File: src/rtl/rv_encoder.sv
// rv_encoder: pipelined RV64IM instruction encoder with a valid/ready output FIFO.
//   clk, resetn                : clock, asynchronous active-low reset
//   flush                      : synchronous clear of stage register and FIFO
//   in_valid/in_ready          : request handshake (op, alufunc, regs, imm, memf3)
//   out_valid/out_ready        : FIFO head handshake (out_instr, out_err)
//   err_count                  : saturating count of errored words pushed

package rv_encoder_pkg;

    typedef enum logic [3:0] {
        OP_ALUI, OP_ALU, OP_ALUIW, OP_ALUW, OP_LUI, OP_AUIPC,
        OP_JAL, OP_JALR, OP_BZ, OP_BNZ, OP_LD, OP_SD
    } decode_op_t;

    typedef enum logic [4:0] {
        F_ADD, F_SUB, F_SLL, F_SLT, F_SLTU, F_XOR, F_SRL, F_SRA, F_OR, F_AND,
        F_MULT, F_DIV, F_DIVU, F_REM, F_REMU, F_EQL, F_CPYB, F_NOTALU
    } alufunc_t;

    typedef struct packed {
        decode_op_t  op;
        alufunc_t    func;
        logic [4:0]  rd;
        logic [4:0]  rs1;
        logic [4:0]  rs2;
        logic [31:0] imm;
        logic [2:0]  memf3;
    } enc_req_t;

endpackage

module rv_encoder
    import rv_encoder_pkg::*;
#(
    parameter int unsigned DEPTH = 4
) (
    input  logic        clk,
    input  logic        resetn,
    input  logic        flush,
    input  logic        in_valid,
    output logic        in_ready,
    input  decode_op_t  in_op,
    input  alufunc_t    in_alufunc,
    input  logic [4:0]  in_rd,
    input  logic [4:0]  in_rs1,
    input  logic [4:0]  in_rs2,
    input  logic [31:0] in_imm,
    input  logic [2:0]  in_memf3,
    output logic        out_valid,
    input  logic        out_ready,
    output logic [31:0] out_instr,
    output logic        out_err,
    output logic [15:0] err_count
);

    localparam int unsigned PTR_W = $clog2(DEPTH);
    localparam int unsigned CNT_W = PTR_W + 1;
    localparam logic [31:0] NOP   = 32'h0000_0013;

    logic             s1_valid_q, s1_valid_d;
    enc_req_t         s1_req_q, s1_req_d;
    logic [32:0]      mem_q [DEPTH];
    logic [32:0]      mem_d [DEPTH];
    logic [PTR_W-1:0] wr_ptr_q, wr_ptr_d, rd_ptr_q, rd_ptr_d;
    logic [CNT_W-1:0] cnt_q, cnt_d;
    logic [15:0]      err_cnt_q, err_cnt_d;

    logic        enc_err_c;
    logic [31:0] enc_instr_c;
    logic        pop_c, push_c, accept_c, room_c;

    // Combinational encode of the S1 request, with legality checks
    always_comb begin
        logic [2:0]  f3;
        logic [6:0]  f7;
        logic        base, mext, is_shift, is_add, legal;
        logic        imm_i_ok, imm_b_ok, imm_j_ok, sh64_ok, sh32_ok;
        logic [1:0]  br_f;
        logic        br_ok;
        logic [31:0] imm;
        logic [31:0] instr;

        f3 = 3'b000; f7 = 7'b0000000; base = 1'b0; mext = 1'b0;
        br_f = 2'b00; br_ok = 1'b0; legal = 1'b0; instr = '0;
        imm = s1_req_q.imm;

        unique case (s1_req_q.func)
            F_ADD:  begin f3 = 3'b000; base = 1'b1; end
            F_SUB:  begin f3 = 3'b000; f7 = 7'b0100000; base = 1'b1; end
            F_SLL:  begin f3 = 3'b001; base = 1'b1; end
            F_SLT:  begin f3 = 3'b010; base = 1'b1; end
            F_SLTU: begin f3 = 3'b011; base = 1'b1; end
            F_XOR:  begin f3 = 3'b100; base = 1'b1; end
            F_SRL:  begin f3 = 3'b101; base = 1'b1; end
            F_SRA:  begin f3 = 3'b101; f7 = 7'b0100000; base = 1'b1; end
            F_OR:   begin f3 = 3'b110; base = 1'b1; end
            F_AND:  begin f3 = 3'b111; base = 1'b1; end
            F_MULT: begin f3 = 3'b000; f7 = 7'b0000001; mext = 1'b1; end
            F_DIV:  begin f3 = 3'b100; f7 = 7'b0000001; mext = 1'b1; end
            F_DIVU: begin f3 = 3'b101; f7 = 7'b0000001; mext = 1'b1; end
            F_REM:  begin f3 = 3'b110; f7 = 7'b0000001; mext = 1'b1; end
            F_REMU: begin f3 = 3'b111; f7 = 7'b0000001; mext = 1'b1; end
            default: ;
        endcase

        // Branch compare kind lives in funct3[2:1]; funct3[0] selects the negated form
        unique case (s1_req_q.func)
            F_EQL:   begin br_f = 2'b00; br_ok = 1'b1; end
            F_SLT:   begin br_f = 2'b10; br_ok = 1'b1; end
            F_SLTU:  begin br_f = 2'b11; br_ok = 1'b1; end
            default: ;
        endcase

        is_shift = (s1_req_q.func == F_SLL) || (s1_req_q.func == F_SRL) ||
                   (s1_req_q.func == F_SRA);
        is_add   = (s1_req_q.func == F_ADD);

        // Signed ranges expressed as "upper bits are a pure sign extension"
        imm_i_ok = (&imm[31:11]) | ~(|imm[31:11]);
        imm_b_ok = ((&imm[31:12]) | ~(|imm[31:12])) & ~imm[0];
        imm_j_ok = ((&imm[31:20]) | ~(|imm[31:20])) & ~imm[0];
        sh64_ok  = ~(|imm[31:6]);
        sh32_ok  = ~(|imm[31:5]);

        unique case (s1_req_q.op)
            OP_ALU: begin
                legal = base | mext;
                instr = {f7, s1_req_q.rs2, s1_req_q.rs1, f3, s1_req_q.rd, 7'b0110011};
            end
            OP_ALUW: begin
                legal = mext | (base & (is_add | is_shift | (s1_req_q.func == F_SUB)));
                instr = {f7, s1_req_q.rs2, s1_req_q.rs1, f3, s1_req_q.rd, 7'b0111011};
            end
            OP_ALUI: begin
                if (is_shift) begin
                    legal = sh64_ok;
                    instr = {f7[6:1], imm[5:0], s1_req_q.rs1, f3, s1_req_q.rd, 7'b0010011};
                end else begin
                    legal = base & (s1_req_q.func != F_SUB) & imm_i_ok;
                    instr = {imm[11:0], s1_req_q.rs1, f3, s1_req_q.rd, 7'b0010011};
                end
            end
            OP_ALUIW: begin
                if (is_shift) begin
                    legal = sh32_ok;
                    instr = {f7, imm[4:0], s1_req_q.rs1, f3, s1_req_q.rd, 7'b0011011};
                end else begin
                    legal = is_add & imm_i_ok;
                    instr = {imm[11:0], s1_req_q.rs1, f3, s1_req_q.rd, 7'b0011011};
                end
            end
            OP_LUI: begin
                legal = (s1_req_q.func == F_CPYB) & ~(|imm[11:0]);
                instr = {imm[31:12], s1_req_q.rd, 7'b0110111};
            end
            OP_AUIPC: begin
                legal = is_add & ~(|imm[11:0]);
                instr = {imm[31:12], s1_req_q.rd, 7'b0010111};
            end
            OP_JAL: begin
                legal = is_add & imm_j_ok;
                instr = {imm[20], imm[10:1], imm[11], imm[19:12], s1_req_q.rd, 7'b1101111};
            end
            OP_JALR: begin
                legal = is_add & imm_i_ok;
                instr = {imm[11:0], s1_req_q.rs1, 3'b000, s1_req_q.rd, 7'b1100111};
            end
            OP_BZ, OP_BNZ: begin
                legal = br_ok & imm_b_ok;
                instr = {imm[12], imm[10:5], s1_req_q.rs2, s1_req_q.rs1,
                         br_f, (s1_req_q.op == OP_BNZ), imm[4:1], imm[11], 7'b1100011};
            end
            OP_LD: begin
                legal = is_add & imm_i_ok;
                instr = {imm[11:0], s1_req_q.rs1, s1_req_q.memf3, s1_req_q.rd, 7'b0000011};
            end
            OP_SD: begin
                legal = is_add & imm_i_ok & ~s1_req_q.memf3[2];
                instr = {imm[11:5], s1_req_q.rs2, s1_req_q.rs1, s1_req_q.memf3,
                         imm[4:0], 7'b0100011};
            end
            default: legal = 1'b0;
        endcase

        enc_err_c   = ~legal;
        enc_instr_c = legal ? instr : NOP;
    end

    // Handshake terms; a pop frees a slot for a same-cycle push even when full
    assign out_valid = (cnt_q != '0);
    assign pop_c     = out_valid && out_ready;
    assign room_c    = (cnt_q < CNT_W'(DEPTH)) || pop_c;
    assign push_c    = s1_valid_q && room_c;
    assign in_ready  = !s1_valid_q || room_c;
    assign accept_c  = in_valid && in_ready;

    assign out_instr = out_valid ? mem_q[rd_ptr_q][31:0] : 32'h0;
    assign out_err   = out_valid ? mem_q[rd_ptr_q][32]   : 1'b0;
    assign err_count = err_cnt_q;

    // Next-state for stage register, FIFO and error counter; flush takes priority
    always_comb begin
        s1_valid_d = s1_valid_q;
        s1_req_d   = s1_req_q;
        mem_d      = mem_q;
        wr_ptr_d   = wr_ptr_q;
        rd_ptr_d   = rd_ptr_q;
        cnt_d      = cnt_q;
        err_cnt_d  = err_cnt_q;

        if (flush) begin
            s1_valid_d = 1'b0;
            wr_ptr_d   = '0;
            rd_ptr_d   = '0;
            cnt_d      = '0;
        end else begin
            if (push_c) begin
                mem_d[wr_ptr_q] = {enc_err_c, enc_instr_c};
                wr_ptr_d        = wr_ptr_q + PTR_W'(1);
                if (enc_err_c && (err_cnt_q != 16'hFFFF)) begin
                    err_cnt_d = err_cnt_q + 16'd1;
                end
            end
            if (pop_c) begin
                rd_ptr_d = rd_ptr_q + PTR_W'(1);
            end
            cnt_d = cnt_q + CNT_W'(push_c) - CNT_W'(pop_c);

            if (accept_c) begin
                s1_valid_d = 1'b1;
                s1_req_d   = '{op: in_op, func: in_alufunc, rd: in_rd, rs1: in_rs1,
                               rs2: in_rs2, imm: in_imm, memf3: in_memf3};
            end else if (push_c) begin
                s1_valid_d = 1'b0;
            end
        end
    end

    // State registers
    always_ff @(posedge clk or negedge resetn) begin
        if (!resetn) begin
            s1_valid_q <= 1'b0;
            s1_req_q   <= '{op: OP_ALUI, func: F_ADD, default: '0};
            mem_q      <= '{default: '0};
            wr_ptr_q   <= '0;
            rd_ptr_q   <= '0;
            cnt_q      <= '0;
            err_cnt_q  <= '0;
        end else begin
            s1_valid_q <= s1_valid_d;
            s1_req_q   <= s1_req_d;
            mem_q      <= mem_d;
            wr_ptr_q   <= wr_ptr_d;
            rd_ptr_q   <= rd_ptr_d;
            cnt_q      <= cnt_d;
            err_cnt_q  <= err_cnt_d;
        end
    end

endmodule

File: config.mk
export PLATFORM = sky130hd
export DESIGN_NAME = rv_encoder
export DESIGN_NICKNAME = d
export VERILOG_FILES = /design/src/rtl/rv_encoder.sv
export SDC_FILE = /design/constraint.sdc
export NUM_CORES = 1
export LEC_CHECK = 0
export BUFFER_PORTS_ARGS = -buffer_cell sky130_fd_sc_hd__buf_2
export CAP_MARGIN = 0
export CORE_MARGIN = 1
export CORE_UTILIZATION = 53
export DETAILED_ROUTE_END_ITERATION = 12
export PLACE_DENSITY = 0.73
export SLEW_MARGIN = 15
export SYNTH_ARGS = -nofsm -noshare
export SYNTH_HDL_FRONTEND = slang
export SYNTH_SLANG_ARGS = --single-unit
File: constraint.sdc
create_clock -name clk -period 4.14 [get_ports clk]
set_input_delay 1.242 -clock clk [delete_from_list [all_inputs] [get_ports clk]]
set_output_delay 1.242 -clock clk [all_outputs]
set_load 0.01 [all_outputs]
# [Yosys cells after proc, flatten, opt, wreduce, memory -nomap -nowiden]
# Cells that the tools add are included.
[word_totals] ff_bits=215 input_bits=64 output_inout_bits=51 elab_cells=151
[op_classes] add_sub_neg=5 order_cmp=4 eq_ne=29 n_mux=29 n_bitwise=30 n_reduce_logical=38
[ops] operator="case mux 32 bit (11 select lines)" n=1
[ops] operator="bitwise mux 132 bit" n=1
[ops] operator="two-way mux 32 bit" n=4
[ops] operator="two-way mux 33 bit" n=3
[ops] operator="binary-select mux 33 bit (select 2 bit)" n=1
[ops] operator="demux 33 bit (select 2 bit)" n=1
[ops] operator="== test 5 x 4 -> 1 bit (second input constant)" n=8
[ops] operator="OR reduction 27 bit" n=1
[ops] operator="OR reduction 26 bit" n=1
[ops] operator="OR reduction 12 bit" n=2
[ops] operator="case mux 3 bit (7 select lines)" n=1
[ops] operator="AND reduction 21 bit" n=1
[ops] operator="OR reduction 21 bit" n=1
[ops] operator="== test 5 x 3 -> 1 bit (second input constant)" n=4
[ops] operator="AND reduction 20 bit" n=1
[ops] operator="OR reduction 20 bit" n=1
[ops] operator="adder 16 x 1 -> 16 bit (second input constant)" n=1
[ops] operator="== test 4 x 3 -> 1 bit (second input constant)" n=4
[ops] operator="== test 4 bit (second input constant)" n=4
[ops] operator="inequality test 16 bit (second input constant)" n=1
[ops] operator="case mux 6 bit (2 select lines)" n=1
[ops] operator="AND reduction 12 bit" n=1
[ops] operator="OR reduction 2 bit" n=6
[ops] operator="AND 1 bit" n=11
[ops] operator="other kinds (32)" n=74

# [Depth between registers and ports, before layout]
# Gate-level depths: netlist of the first run.
[logic_depth] ltp_word=11 depth_mapped=12 depth_no_buf=8

# [Worst setup path after synthesis of the first run]
# No wires, ideal clock.
[synth_timing] path_kind="flip-flop to output port" from="register rd_ptr_q[0]" to="output out_instr[10]" t_arrival_ps=1911 t_required_ps=2898 setup_slack_ps=987 stages_incl_launch_ff=5 path_buffers=2 path_cell_list="dfrtp_1 > clkbuf_1 > buf_1 > mux4_2 > and2_1"
[synth_via] elab_chain_len=5
[synth_rtl] element="start: declaration" line="64" source="logic [PTR_W-1:0] wr_ptr_q, wr_ptr_d, rd_ptr_q, rd_ptr_d;"
[synth_rtl] element="start signal: assignment" line="254" source="rd_ptr_q <= rd_ptr_d;"
[synth_rtl] element="inverter 2 -> 3 bit (not written as such)" line="197" source="assign out_instr = out_valid ? mem_q[rd_ptr_q][31:0] : 32'h0;"
[synth_rtl] element="binary-select mux 33 bit (select 2 bit)" line="197"
[synth_rtl] element="two-way mux 33 bit (2 in series)"
[synth_rtl] element="two-way mux 32 bit" line="197"
[synth_rtl] element="end: declaration" line="51" source="output logic [31:0] out_instr,"
# No other way between the ends. The select of a mux whose other input is x is not followed.

# [Worst setup path in the final report of the first run]
[layout_timing] from="register rd_ptr_q[0]" to="output out_instr[3]"
# Same word-level chain as after synthesis.

==> results of run 1 <==
## per-stage QoR
step           utilization, %  std cells
6_report                63.25       1336
5_1_grt                 63.25       1336
4_1_cts                 63.24       1335
3_5_place_dp            58.50       1292
3_3_place_gp            58.50       1292
2_1_floorplan               -        966
## cell families after synthesis
kind of cell	count (synthesis)
AOI/OAI and AO/OA	216
xor gates and xnor gates	24
adders and majority gates	8
buffers and inverters	83
DFF	211
muxes	94
and+or+nand+nor	330
## registers in the layout, summed over array words and instances (netlist names)
register,cells
s1_req_q,59
mem_q,128
cnt_q,3
s1_valid_q,1
err_count,16
rd_ptr_q,2
wr_ptr_q,2
## cell type report
| type | count | area, µm² | area share, % |
|---|---|---|---|
| Clock buffer | 32 | 690.7 | 5.799 |
| Timing Repair Buffer | 134 | 767.0 | 6.440 |
| Sequential cell | 211 | 5281 | 44.34 |
| Multi-Input combinational cell | 672 | 4586 | 38.50 |
| Antenna cell | 1 | 2.502 | 0.02101 |
| Tap cell | 260 | 325.3 | 2.731 |
| Inverter | 15 | 56.30 | 0.4727 |
| Clock inverter | 11 | 201.4 | 1.691 |
## power groups by stage
| stage | logic (mW) | clock network [mW] | registers [mW] |
|---|---|---|---|
| after floorplan | 0.987 | 0 | 2.45 |
| after global placement | 1.23 | 0 | 2.58 |
| after detailed placement | 1.26 | 0 | 2.59 |
| after CTS | 1.27 | 2.37 | 2.55 |
| after global routing | 1.41 | 2.45 | 2.60 |
| final | 1.26 | 2.33 | 2.56 |
## per-layer routing
layer / vias up / GRT usage [%]
li1: 3595 / -
met1: 3736 / 36.49
met2: 243 / 40.32
met3: 54 / 2.989
met4: 0 / 8.524
met5: - / 0
## final timing paths
check                             start           end  slack, ns  cells after the start
setup / recovery            rd_ptr_q[0]  out_instr[3]       0.52                      4
setup reg to reg           s1_req_q[58]     mem_q[72]       0.97                      9
max in group asynchronous        resetn   s1_req_q[3]       2.46                      2
hold / removal                mem_q[34]     mem_q[34]       0.46                      1
hold reg to reg               mem_q[34]     mem_q[34]       0.46                      1
min in group asynchronous        resetn     mem_q[80]       0.78                      1
## worst max-delay path, cell delays in order (launching register included)
cell	delay (ns)
dfrtp_2	0.69
buf_12	0.27
mux4_2	0.54
and2_1	0.18
buf_2	0.14
## placed cells by master, fill, tap and decap left out, types with 21 or more instances in the layout
cell type  Yosys  final
a21oi_1       21     21
and2_1        35     35
buf_2          5    113
clkbuf_16      0     24
dfrtp_1      211    210
mux2_2        61     61
mux4_2        32     32
nand2_1      174    174
nor2_1        29     29
o21ai_0      136    136
==> reports/qor.csv, run 1 <==
metric,value,unit
htreeDepth,1,
setup_slack,0.5230,ns
status,"complete, no violations",
ys_async_sr_fraction,100.0,%
dieArea,0.01989,mm²
dr.max_layer_used,met4,
seq_area_frac_synth,51.55,%
route.met2.wl,11020,µm
fillCellCount,1521,
synth_xor_area_share,2.052,%
power,6.145,mW
grt_usage,25.37,%
area_delta_synth_final,16.27,%
hpwl,16010,µm
grt.overflow.total,0,
worstSetupPathType,reg2out,
core,0.01883,mm²
clockBufferDepth,3,
grt_max_degree,98,
grt_pass1_wl,39690,µm
pwr_density_cell,515.9,mW/mm²
ys_warn_count,0,
place_ws,1.013,ns
cts_setup_buffers,0,
synth_top_family_by_area,simple AND/OR/NAND/NOR gates,
dpl_cell_area,0.01102,mm²
synthCells,966,
setup_tns,0,ns
synth-compound-area-share,12.24,%
fin_area,0.01191,mm²
synth.area.top_cells,"dfrtp_1 52%, mux4_2 7.0%, mux2_2 6.7%",
gp_congestion,0.8850,
critPathRequiredTime,2.90,ns
switching_share,29.19,%
grt_pass1_vias,7552,
cap_violations,0,
period_needed,3.617,ns
relSlewSlack,35.68,%
clkPwrFrac,37.9,%
yosys.area.top_type,dfrtp_1,
power_frac_seq,41.6,%
finalClockSkew,0.006671,ns
max-vdd-ir-drop,0.3797,mV
antenna_found_initial,1,
clock-sinks,211,
num_rows,50,
hold_viol,0,
p_switching,1.794,mW
synth_top_area_share,51.55,%
synth_top_cells_by_count,"211 x dfrtp_1, 174 x nand2_1, 136 x o21ai_0",
port-buffer-count,114,
yosysMostFrequentCell,dfrtp_1,
cts.clk_slew.worst_paths,0.06,ns
worst_pin_slew,0.9648,ns
numCtsBuffers,24,
syn-num-nets,1038,
die_h,141.0,µm
muxShareOfSynthArea,13.84,%
internal-power,4.351,mW
routed-wl-met3,1150,µm
ys_types,56,
max_freq,276.5,MHz
synth.avg_cell_area,10.60,µm²
arrival,2.38,ns
holdWs,0.4633,ns
dr.first_iter.drc_count,493,
synth-simple-area-share,15.59,%
slew_viol_final,0,
end_kind,output port,
p_comb_share,20.4,%
drive_gt1_share,26.33,%
ios,115,
insertion_delay,0.52,ns
crit_path_max_fanout,20,
die_w,141.0,µm
dr.pass1.iters,5,
synth_seq_cells,211,
start_util,54.40,%
cts_root_buf,clkbuf_16,
wl_met1,10940,µm
via_count,7628,
period_share,87.37,%
nets,1130,
critPathLaunchType,flop,
post_cts_resized,0,
synth-edff-count,0,
synth_area,0.01024,mm²
rsz0062_at_grt,no,
yosys_most_used_dff,dfrtp_1,
drc,0,
synthAdderAreaFrac,1.050,%
vias_per_cell,5.710,
ant_nets,0,
finalSetupViolCount,0,
postCtsHoldBufs,0,
drt_wl_total,23890,µm
cts_tree,built,
p_leak,5.293,nW
drt-wirelength-per-cell,17.88,µm
hp-class,reg2reg,
(Power assumes the default switching activity.)
==> inputs of run 2 (changes only) <==
Settings changed: GPL_TIMING_DRIVEN set to 0.
==> run 2 against run 1 <==
Effect of this change: worst hold slack better by 0.0050 ns; clock power is 15% lower; critical path depth grew 1; die area is the same; final cell count rose by 3.7%; worst setup slack worse by 0.32 ns; flip-flop and latch count is the same; maximum frequency down 8.2%.
==> reports/qor.csv, run 2 (synthesis gave the netlist of run 1 again) <==
metric,value,unit
drt_wl_total,27080,µm
crit_family,buffers and inverters,
worst_pin_slew,0.7922,ns
hp-class,reg2reg,
finalClockSkew,0.008405,ns
cts_tree,built,
ios,115,
finalSetupViolCount,0,
cts_root_buf,clkbuf_16,
worstPathCellList,clkbuf_1 -> clkdlybuf4s15_2 -> mux4_2 -> and2_1 -> buf_2,
use_met1,40.25,%
drc,0,
hpwl,19130,µm
critPathRequiredTime,2.90,ns
rsz0062_at_grt,no,
grt_pass1_vias,8033,
clock-sinks,211,
fillCellCount,1539,
clockBufferDepth,3,
core,0.01883,mm²
dieArea,0.01989,mm²
htreeDepth,1,
cp.buffers_inverters,3,
arrival,2.70,ns
crit_path_max_fanout,10,
grt.overflow.total,0,
drive_gt1_share,24.47,%
die_w,141.0,µm
status,"complete, no violations",
use_met2,46.11,%
slowest_stage,clkdlybuf4s15_2,
grt_usage,28.51,%
dr.pass1.iters,5,
internal-power,4.081,mW
critPathMaxStageDelay,0.55,ns
postCtsHoldBufs,0,
regMostFlops,mem_q,
max_freq,253.8,MHz
via_count,8000,
multiInputGateArea,0.004586,mm²
insertion_delay,0.51,ns
nets,1180,
max-vdd-ir-drop,0.3452,mV
largest_reg_flops,128,
vias_per_cell,5.776,
num_rows,50,
area_delta_synth_final,16.75,%
period_needed,3.940,ns
finish.utilization,63.51,%
switching_share,31.16,%
relSlewSlack,47.19,%
slew_viol_final,0,
numCtsBuffers,24,
die_h,141.0,µm
final_cell_mix,"211 x dfrtp_1, 174 x nand2_1, 136 x o21ai_0",
hold_viol,0,
place_ws,0.4456,ns
ant_nets,0,
p_comb_share,24.7,%
pwr_density_cell,495.8,mW/mm²
antenna_found_initial,1,
grt_pass1_wl,43770,µm
grt_max_degree,90,
mostFrequentLayoutCell,dfrtp_1,
port-buffer-count,114,
p_leak,5.291,nW
end_kind,output port,
period_share,95.18,%
dr.first_iter.drc_count,661,
gp_congestion,0.9214,
cap_violations,0,
p_switching,1.848,mW
worstSetupPathType,reg2out,
critPathLaunchType,flop,
busiest_layer,met2,
gr-usage-met3,3.533,%
drt-wirelength-per-cell,19.55,µm
regArea,0.005280,mm²
power_frac_seq,41.9,%
setup_slack,0.1997,ns
cts.clk_slew.worst_paths,0.06,ns
start_util,54.40,%
clkPwrFrac,33.4,%
[run 2: timing repair]
item,CTS,global route
resized for setup,4,2
setup endpoints to repair,20,8
buffers inserted,0,0
[run 2: final cells by class]
| cell class | count | share of cell area (%) |
|---|---|---|
| sequential | 211 | 44.15 |
| multi-input combinational | 672 | 38.34 |
| clock buffer | 37 | 5.943 |
| timing repair buffer | 116 | 5.315 |
| buffer | 68 | 2.825 |
| tap | 260 | 2.720 |
| inverter | 15 | 0.4708 |
| clock inverter | 5 | 0.2092 |
| antenna | 1 | 0.02092 |
[run 2: final timing paths]
path                                    from      endpoint  slack (ns)  cells after the start
worst min-delay path                mem_q[1]      mem_q[1]        0.47                      1
max in group asynchronous             resetn  s1_req_q[33]        2.36                      3
min in group asynchronous             resetn    mem_q[113]        0.65                      1
worst max-delay path             rd_ptr_q[0]  out_instr[4]        0.20                      5
worst min register to register      mem_q[1]      mem_q[1]        0.47                      1
worst max register to register  s1_req_q[56]     mem_q[70]        1.28                     10
[run 2: power by group through the flow]
stage | sequential, mW | combinational, mW | clock [mW]
after CTS | 2.48 | 1.47 | 2.01
final | 2.48 | 1.47 | 1.98
after floorplan | 2.45 | 0.987 | 0
after global placement | 2.50 | 1.41 | 0
after detailed placement | 2.51 | 1.45 | 0
after global routing | 2.51 | 1.62 | 2.09
[run 2: through the flow]
step / power [mW] / hold slack (ns) / std cells / area [µm²] / TNS, ns
global route: 6.214 / 0.4968 / 1385 / 11960 / 0
finish: 5.929 / 0.4683 / 1385 / 11960 / 0
CTS: 5.953 / 0.4659 / 1384 / 11960 / 0
global placement: 3.913 / 0.4470 / 1340 / 11140 / -362.40
detailed placement: 3.957 / 0.4515 / 1342 / 11200 / 0
floorplan: 3.439 / 0.4287 / 966 / 10240 / 0
[run 2: layer usage]
metal	share of wire, %	wire, µm	up-vias
met4	3.0	809	0
met1	43	11680	3932
met3	6.6	1776	59
met5	0	0	-
li1	-	-	3684
met2	47	12810	325
